$ cat src/rtl/axis_producer_consumer.sv
// axis_producer_consumer: counting AXI-Stream source looped into a checking sink.
// Both stages share one clock and a synchronous active-low reset.

module axis_producer_stage #(
   parameter int WIDTH   = 64,
   parameter int PKT_LEN = 8
) (
   input  logic             clk,
   input  logic             rst,
   input  logic             tready,
   output logic             tvalid,
   output logic [WIDTH-1:0] tdata,
   output logic             tlast
);
   localparam int IW = (PKT_LEN > 1) ? $clog2(PKT_LEN) : 1;
   localparam logic [IW-1:0] LAST = IW'(PKT_LEN - 1);

   logic [IW-1:0] idx;

   assign tlast = (idx == LAST);

   // tdata/idx only move on a handshake, so a stalled beat stays stable
   always_ff @(posedge clk) begin
      if (!rst) begin
         tvalid <= 1'b0;
         tdata  <= WIDTH'(1);
         idx    <= '0;
      end else begin
         tvalid <= 1'b1;
         if (tvalid && tready) begin
            tdata <= tdata + WIDTH'(1);
            idx   <= (idx == LAST) ? '0 : idx + IW'(1);
         end
      end
   end
endmodule

module axis_consumer_stage #(
   parameter int WIDTH        = 64,
   parameter int PKT_LEN      = 8,
   parameter int READY_PERIOD = 4
) (
   input  logic             clk,
   input  logic             rst,
   input  logic             tvalid,
   input  logic [WIDTH-1:0] tdata,
   input  logic             tlast,
   output logic             tready,
   output logic [WIDTH-1:0] out1_reg,
   output logic [31:0]      beat_count,
   output logic [31:0]      pkt_count,
   output logic             seq_err
);
   localparam int IW = (PKT_LEN > 1) ? $clog2(PKT_LEN) : 1;
   localparam logic [IW-1:0] LAST = IW'(PKT_LEN - 1);

   logic             xfer;
   logic             tlast_exp;
   logic [WIDTH-1:0] exp_data;
   logic [IW-1:0]    cidx;

   generate
      if (READY_PERIOD == 0) begin : g_free
         logic active;

         always_ff @(posedge clk) begin
            if (!rst) active <= 1'b0;
            else      active <= 1'b1;
         end

         assign tready = active;
      end else begin : g_bp
         localparam int PW = $clog2(READY_PERIOD);
         localparam logic [PW-1:0] PLAST = PW'(READY_PERIOD - 1);

         logic [PW-1:0] phase;

         // last phase of each period is the stall slot
         always_ff @(posedge clk) begin
            if (!rst)               phase <= PLAST;
            else if (phase == PLAST) phase <= '0;
            else                    phase <= phase + PW'(1);
         end

         assign tready = (phase != PLAST);
      end
   endgenerate

   assign xfer      = tvalid && tready;
   assign tlast_exp = (cidx == LAST);

   always_ff @(posedge clk) begin
      if (!rst) begin
         out1_reg   <= '0;
         beat_count <= '0;
         pkt_count  <= '0;
         seq_err    <= 1'b0;
         exp_data   <= WIDTH'(1);
         cidx       <= '0;
      end else if (xfer) begin
         out1_reg   <= tdata;
         beat_count <= beat_count + 32'd1;
         if (tlast)
            pkt_count <= pkt_count + 32'd1;
         exp_data   <= tdata + WIDTH'(1);
         cidx       <= (cidx == LAST) ? '0 : cidx + IW'(1);
         if ((tdata != exp_data) || (tlast != tlast_exp))
            seq_err <= 1'b1;
      end
   end
endmodule

module axis_producer_consumer #(
   parameter int WIDTH        = 64,
   parameter int PKT_LEN      = 8,
   parameter int READY_PERIOD = 4
) (
   input  logic             clk,
   input  logic             rst,
   output logic [WIDTH-1:0] out1_reg,
   output logic [31:0]      beat_count,
   output logic [31:0]      pkt_count,
   output logic             seq_err,
   output logic             axis_tvalid,
   output logic             axis_tready,
   output logic             axis_tlast
);
   logic             tvalid;
   logic             tready;
   logic             tlast;
   logic [WIDTH-1:0] tdata;

   axis_producer_stage #(
      .WIDTH   (WIDTH),
      .PKT_LEN (PKT_LEN)
   ) u_prod (
      .clk    (clk),
      .rst    (rst),
      .tready (tready),
      .tvalid (tvalid),
      .tdata  (tdata),
      .tlast  (tlast)
   );

   axis_consumer_stage #(
      .WIDTH        (WIDTH),
      .PKT_LEN      (PKT_LEN),
      .READY_PERIOD (READY_PERIOD)
   ) u_cons (
      .clk        (clk),
      .rst        (rst),
      .tvalid     (tvalid),
      .tdata      (tdata),
      .tlast      (tlast),
      .tready     (tready),
      .out1_reg   (out1_reg),
      .beat_count (beat_count),
      .pkt_count  (pkt_count),
      .seq_err    (seq_err)
   );

   assign axis_tvalid = tvalid;
   assign axis_tready = tready;
   assign axis_tlast  = tlast;
endmodule

$ cat config.mk
export PLATFORM = sky130hd
export DESIGN_NAME = axis_producer_consumer
export DESIGN_NICKNAME = d
export VERILOG_FILES = /design/src/rtl/axis_producer_consumer.sv
export SDC_FILE = /design/constraint.sdc
export NUM_CORES = 1
export LEC_CHECK = 0
export CORE_ASPECT_RATIO = 0.8
export CORE_MARGIN = 4
export CORE_UTILIZATION = 35
export CTS_CLUSTER_DIAMETER = 30
export DETAILED_ROUTE_END_ITERATION = 6
export DONT_BUFFER_PORTS = 1
export MAX_ROUTING_LAYER = met4
export SLEW_MARGIN = 20
export SYNTH_ARGS = -nofsm -noshare
export SYNTH_HDL_FRONTEND = slang
export SYNTH_SLANG_ARGS = --single-unit
$ cat constraint.sdc
create_clock -name clk -period 5 [get_ports clk]
set_clock_uncertainty 0.05 [all_clocks]
set_input_delay 0.25 -clock clk [delete_from_list [all_inputs] [get_ports clk]]
set_output_delay 0.25 -clock clk [all_outputs]
set_load 0.02 [all_outputs]
Yosys cells after proc, flatten, opt, wreduce, memory -nomap -nowiden --
Index checks and enable logic that the tools add are counted.
Word-level totals: memories kept 0, latch bits 0, word-level logic and storage cells 27, output and inout bits 132, bits in writable memories 0, ROM bits 0, register bits 202
Cells by class: reductions and logical operators 3, shift-type cells 0, bitwise logic cells 0, $mul 0, eq/ne operators 5, $lt $le $gt $ge 0, add/subtract/negate cells 6, muxes and demuxes 4, div/mod/pow operators 0
Operators with widths (number):
- 32-bit by 1-bit adder with 32-bit output (second input constant) | 2
- 64-bit by 1-bit adder with 64-bit output (second input constant) | 1
- 3-bit by 1-bit adder with 3-bit output (second input constant) | 2
- 3-bit equality test (second input constant) | 2
- 3-bit 2-to-1 mux | 2
- 2-bit AND reduction | 2
- 2-bit by 1-bit adder with 2-bit output (second input constant) | 1
- 2-bit equality test (second input constant) | 1
- 2-bit 2-to-1 mux | 1
- 2-bit inequality test (second input constant) | 1
- 1-bit logical AND | 1
- 1-bit 2-to-1 mux | 1
- 1-bit inequality test | 1

Depth between registers and ports, before layout --
depth in word-level cells 3, mapped depth 8, mapped depth without buffers 7

By module --
Synthesis repeated with hierarchy kept, for this count alone.
Second synthesis, totals: cells, all modules 1506, area, all modules 12628.4 µm²
Modules (own cells, without submodules):
- axis_consumer_stage | area an instance 9370.2 µm², cells each 1130, seq. area each 3963.8 µm², times used 1
- axis_producer_stage | area an instance 3258.1 µm², cells each 376, seq. area each 1361.3 µm², times used 1

Worst setup path after synthesis --
OpenSTA, ideal clock, no wires.
path kind reg-to-reg, from register u_prod.idx[0], to register u_cons.pkt_count[31], data required time 4.880 ns, data arrival time 2.180 ns, clock period less this slack 2.300 ns, setup slack 2.700 ns, cell stages (with the launch flop) 8, path buffers 0, path through dfxtp_1 -> ha_1 -> ha_1 -> nand3b_1 -> nor3_2 -> nand3_2 -> or4_1 -> a21oi_1
On the way: longest elaborated chain between the ends 2
Ends and longest elaborated chain:
- start: declaration | RTL line 18 | logic [IW-1:0] idx;
- start signal: assignment | RTL line 32 | idx <= (idx == LAST) ? '0 : idx + IW'(1);
- 3-bit equality test | RTL line 20 | assign tlast = (idx == LAST);
- named net axis_tlast | RTL line 126 | output logic axis_tlast
- 2-bit AND reduction (no source line)
- end signal: assignment | RTL line 104 | pkt_count <= pkt_count + 32'd1;
- end: declaration | RTL line 51 | output logic [31:0] pkt_count,
The timed path passes the listed nets, and every way through them passes these cells. A chain may end at the register's enable or synchronous reset.

Worst setup path in the final report --
Same ends and word-level chain as after synthesis.

==> impl_results.md <==
- Die Span Y: 147 um
- Clk_lat worst skew: 0.51 ns
- Clock Tree Buf Depth: 3
- DP HPWL: 13.7 mm
- Avg Cell Area, Syn: 8.37 um2
- Vias in the first global route: 6375
- Clock sinks: 202
- Asr flop ratio synth: 0%
- FF+latch count, synth: 202
- Fin Setup TNS: 0 ns
- Core area: 23600 um2
- Total Routing Usage GR: 15.8%
- WP buf/inv: 0
- Area of the mapped netlist: 8510 um2
- Clock power frac: 61.6%
- Syn nets: 1027
- Vias: 7025
- Starting Density: 36.0%
- P_int: 0.00357 W
- Port buffer count: 0
- Max-slew violations: 0
- Sw frac: 22.0%
- Synth cell types: 38
- Yosys warns: 0
- Comb power frac: 2.4%
- Root Driver: clkbuf_16
- Leak Pwr: 3.47 nW
- Antenna viol nets, final: 0
- DR WL/cell: 15.6 um
- DRT Wirelength: 21.4 mm
- Final nets: 1031
- Global-route wire length before repair: 34.9 mm
- Max-cap viol count: 0
- Via/cell ratio: 5.14
- CP max stage cell: nor3_2
- Synth Flop Type: dfxtp_1
- Largest net degree at the start of global routing: 146
- Synth-to-Final Area Change: 20.6%
- Worst-path clk slew: 0.04 ns
- Setup CP Type: reg -> reg
- Largest area contributor in the netlist: dfxtp_1
- Area contributors post-synth: dfxtp_1 (48%), nand2_1 (8.7%), xor2_1 (7.1%)
- Worst hold path type: reg -> reg
- Data arrival time of the worst path: 3.21 ns
- DRC errors left: 0
- Crit-path most repeated cell: ha_1
- Total I/O pin count: 134
- Final Setup Violations: 0
- Share of layout cells above drive strength 1: 9.77%
- Net Sw Power: 0.00101 W
- EDFF count, synth: 0
- # diodes: 0
- Iteration-0 DRC count of the detailed router: 600
- Min cycle time layout: 2.85 ns
- Syn Inst Count: 1017
- Crit-path max FO: 10
- Fmax: 351 MHz
- Fillers: 2321
- Crit path largest cell delay: 0.65 ns
- Endpoint class of the critical path: flop
- Sequential fraction of the synthesis area: 47.5%
- FP Rows: 50
- Worst setup margin: 2.15 ns
- Die Wd: 182 um
- Final Cycle Share: 57.0%
- Grt total ovfl: 0
- CP cell instances: ha_1 -> ha_1 -> nand3b_1 -> nor3_2 -> nand3_2 -> or4_1 -> a21oi_1
- IR drop worst, VDD: 0.000212 V
- Drt first pass iters: 5
- Flop pwr share: 35.9%
- Outcome: finished, final reports clean
- Slew headroom: 28.6%
- Setup WS pre-CTS: 2.12 ns
- Worst-margin pin slew: 1.07 ns
- Crit path required time: 5.36 ns
- Final hold vios: 0
- CP startpoint kind: flop
- Initial antenna violation count: 0
- Cell Pwr Density: 446 nW/um2
- RSZ-0062 raised after global routing: no
- RD Place Congestion: 0.807
- Num CTS Buffers: 46
- CTS tree: done
- Synth top area share: 47.5%
- CP top delay family: simple AND/OR/NAND/NOR gates
- Post-CTS Setup Repair Bufs: 0
- FF-to-FF setup slack: 2.15 ns
- Die area: 26900 um2
- H-tree levels: 2
[worst register-to-register path: stages, from the launching register on]
cell	delay [ns]
dfxtp_1	0.34
ha_1	0.16
ha_1	0.39
nand3b_1	0.31
nor3_2	0.65
nand3_2	0.26
or4_1	0.44
a21oi_1	0.15
[repair_timing]
| action | in CTS | in global routing |
|---|---|---|
| resized for setup | 0 | 0 |
| endpoints found under the hold margin | 14 | 0 |
| hold buffers | 1 | 0 |
[stage by stage]
step | total power (W) | utilization [%] | hold WS (ns) | instance area (um2) | instances
after floorplan | 0.00175 | - | 0.228 | 8510 | 1017
after global placement | 0.00178 | 37.0 | 0.236 | 8750 | 1283
after detailed placement | 0.00178 | 37.0 | 0.236 | 8760 | 1283
after CTS | 0.00463 | 43.3 | 0.226 | 10200 | 1365
after global routing | 0.00474 | 43.4 | 0.430 | 10300 | 1366
final | 0.00458 | 43.4 | 0.406 | 10300 | 1366
[worst paths after layout]
check / start / to / depth (start not counted)
max reg2reg: u_prod.idx[0]$_SDFFE_PN0P_ / u_cons.pkt_count[31]$_SDFFE_PN0P_ / 7
max: u_prod.idx[0]$_SDFFE_PN0P_ / u_cons.pkt_count[31]$_SDFFE_PN0P_ / 7
min reg2reg: u_prod.idx[2]$_SDFFE_PN0P_ / u_prod.idx[2]$_SDFFE_PN0P_ / 2
min: u_prod.idx[2]$_SDFFE_PN0P_ / u_prod.idx[2]$_SDFFE_PN0P_ / 2
[power by group through the flow]
| stage | registers [W] | clock network, W | logic [W] |
|---|---|---|---|
| finish | 0.00164 | 0.00282 | 0.000111 |
| global route | 0.00164 | 0.00296 | 0.000126 |
| CTS | 0.00164 | 0.00288 | 0.000110 |
| detailed placement | 0.00167 | 0 | 0.000106 |
| global placement | 0.00167 | 0 | 0.000105 |
| floorplan | 0.00167 | 0 | 0.0000824 |
[routing by layer]
layer / vias to the layer above / GRT usage, % / share of wire (%)
met1: 3285 / 22.9 / 50
met5: - / - / 0
li1: 3532 / - / -
met2: 170 / 21.1 / 40
met3: 38 / 5.19 / 8.0
met4: 0 / 4.13 / 1.6
[synthesized netlist by cell type (2+ instances only)]
| master | n |
|---|---|
| xnor2_1 | 19 |
| and4_1 | 15 |
| nand4b_1 | 5 |
| buf_2 | 3 |
| nor4_2 | 5 |
| xor2_1 | 69 |
| nor2_1 | 103 |
| or2_2 | 3 |
| nand2_1 | 197 |
| dfxtp_1 | 202 |
| nand4_1 | 46 |
| o21a_1 | 2 |
| nor3b_1 | 2 |
| nand3_2 | 3 |
| and2_1 | 13 |
| nand2b_1 | 4 |
| and3_1 | 12 |
| nand4_2 | 4 |
| inv_1 | 12 |
| or4_1 | 12 |
| nor4_1 | 9 |
| ha_1 | 8 |
| nand3b_1 | 2 |
| a21oi_1 | 106 |
| o31ai_1 | 12 |
| or3_1 | 20 |
| o21bai_1 | 2 |
| nor4_4 | 3 |
| nor3_1 | 4 |
| o21ai_0 | 20 |
| nand3_1 | 46 |
| mux2i_1 | 3 |
| clkbuf_1 | 46 |
[area by class of cell]
| type | instances | area [um2] | area share [%] |
|---|---|---|---|
| flip-flops and latches | 202 | 4040 | 39.4 |
| clock inverters | 23 | 220 | 2.15 |
| well taps | 312 | 390 | 3.80 |
| multi-input cells | 751 | 4230 | 41.2 |
| clock buffers | 58 | 1260 | 12.3 |
| inverters | 13 | 53.8 | 0.524 |
| repair buffers | 7 | 67.6 | 0.658 |
[cells by family (layout without fill, tap and decap cells)]
group,Yosys count,in the layout,share of synthesized area [%]
adder cells (fa/ha/maj),8,8,1.18
flip-flops,202,202,47.5
XOR/XNOR,88,88,9.06
buffers and inverters,64,101,2.95
AO/OA/AOI/OAI,142,142,8.82
multiplexers,3,3,0.353
AND/OR/NAND/NOR,510,510,30.1
[placed cells by master (no fill, tap or decap), drive strengths merged, types with 3 or more instances in the layout]
cell type / synthesis / routed
buf: 5 / 6
dfxtp: 202 / 202
or2: 3 / 3
and3: 12 / 12
clkinv: 0 / 14
or3: 20 / 20
bufinv: 0 / 3
nor2: 103 / 103
and2: 13 / 13
ha: 8 / 8
nor3: 5 / 5
xnor2: 19 / 19
o21ai: 20 / 20
clkinvlp: 0 / 6
nand2: 197 / 197
nor4: 17 / 17
inv: 13 / 13
xor2: 69 / 69
o31ai: 12 / 12
nand2b: 4 / 4
and4: 15 / 15
clkbuf: 46 / 58
or4: 12 / 12
a21oi: 106 / 106
nand4b: 5 / 5
mux2i: 3 / 3
nand3: 49 / 49
nand4: 50 / 50
Power figures use the tool's default switching activity.
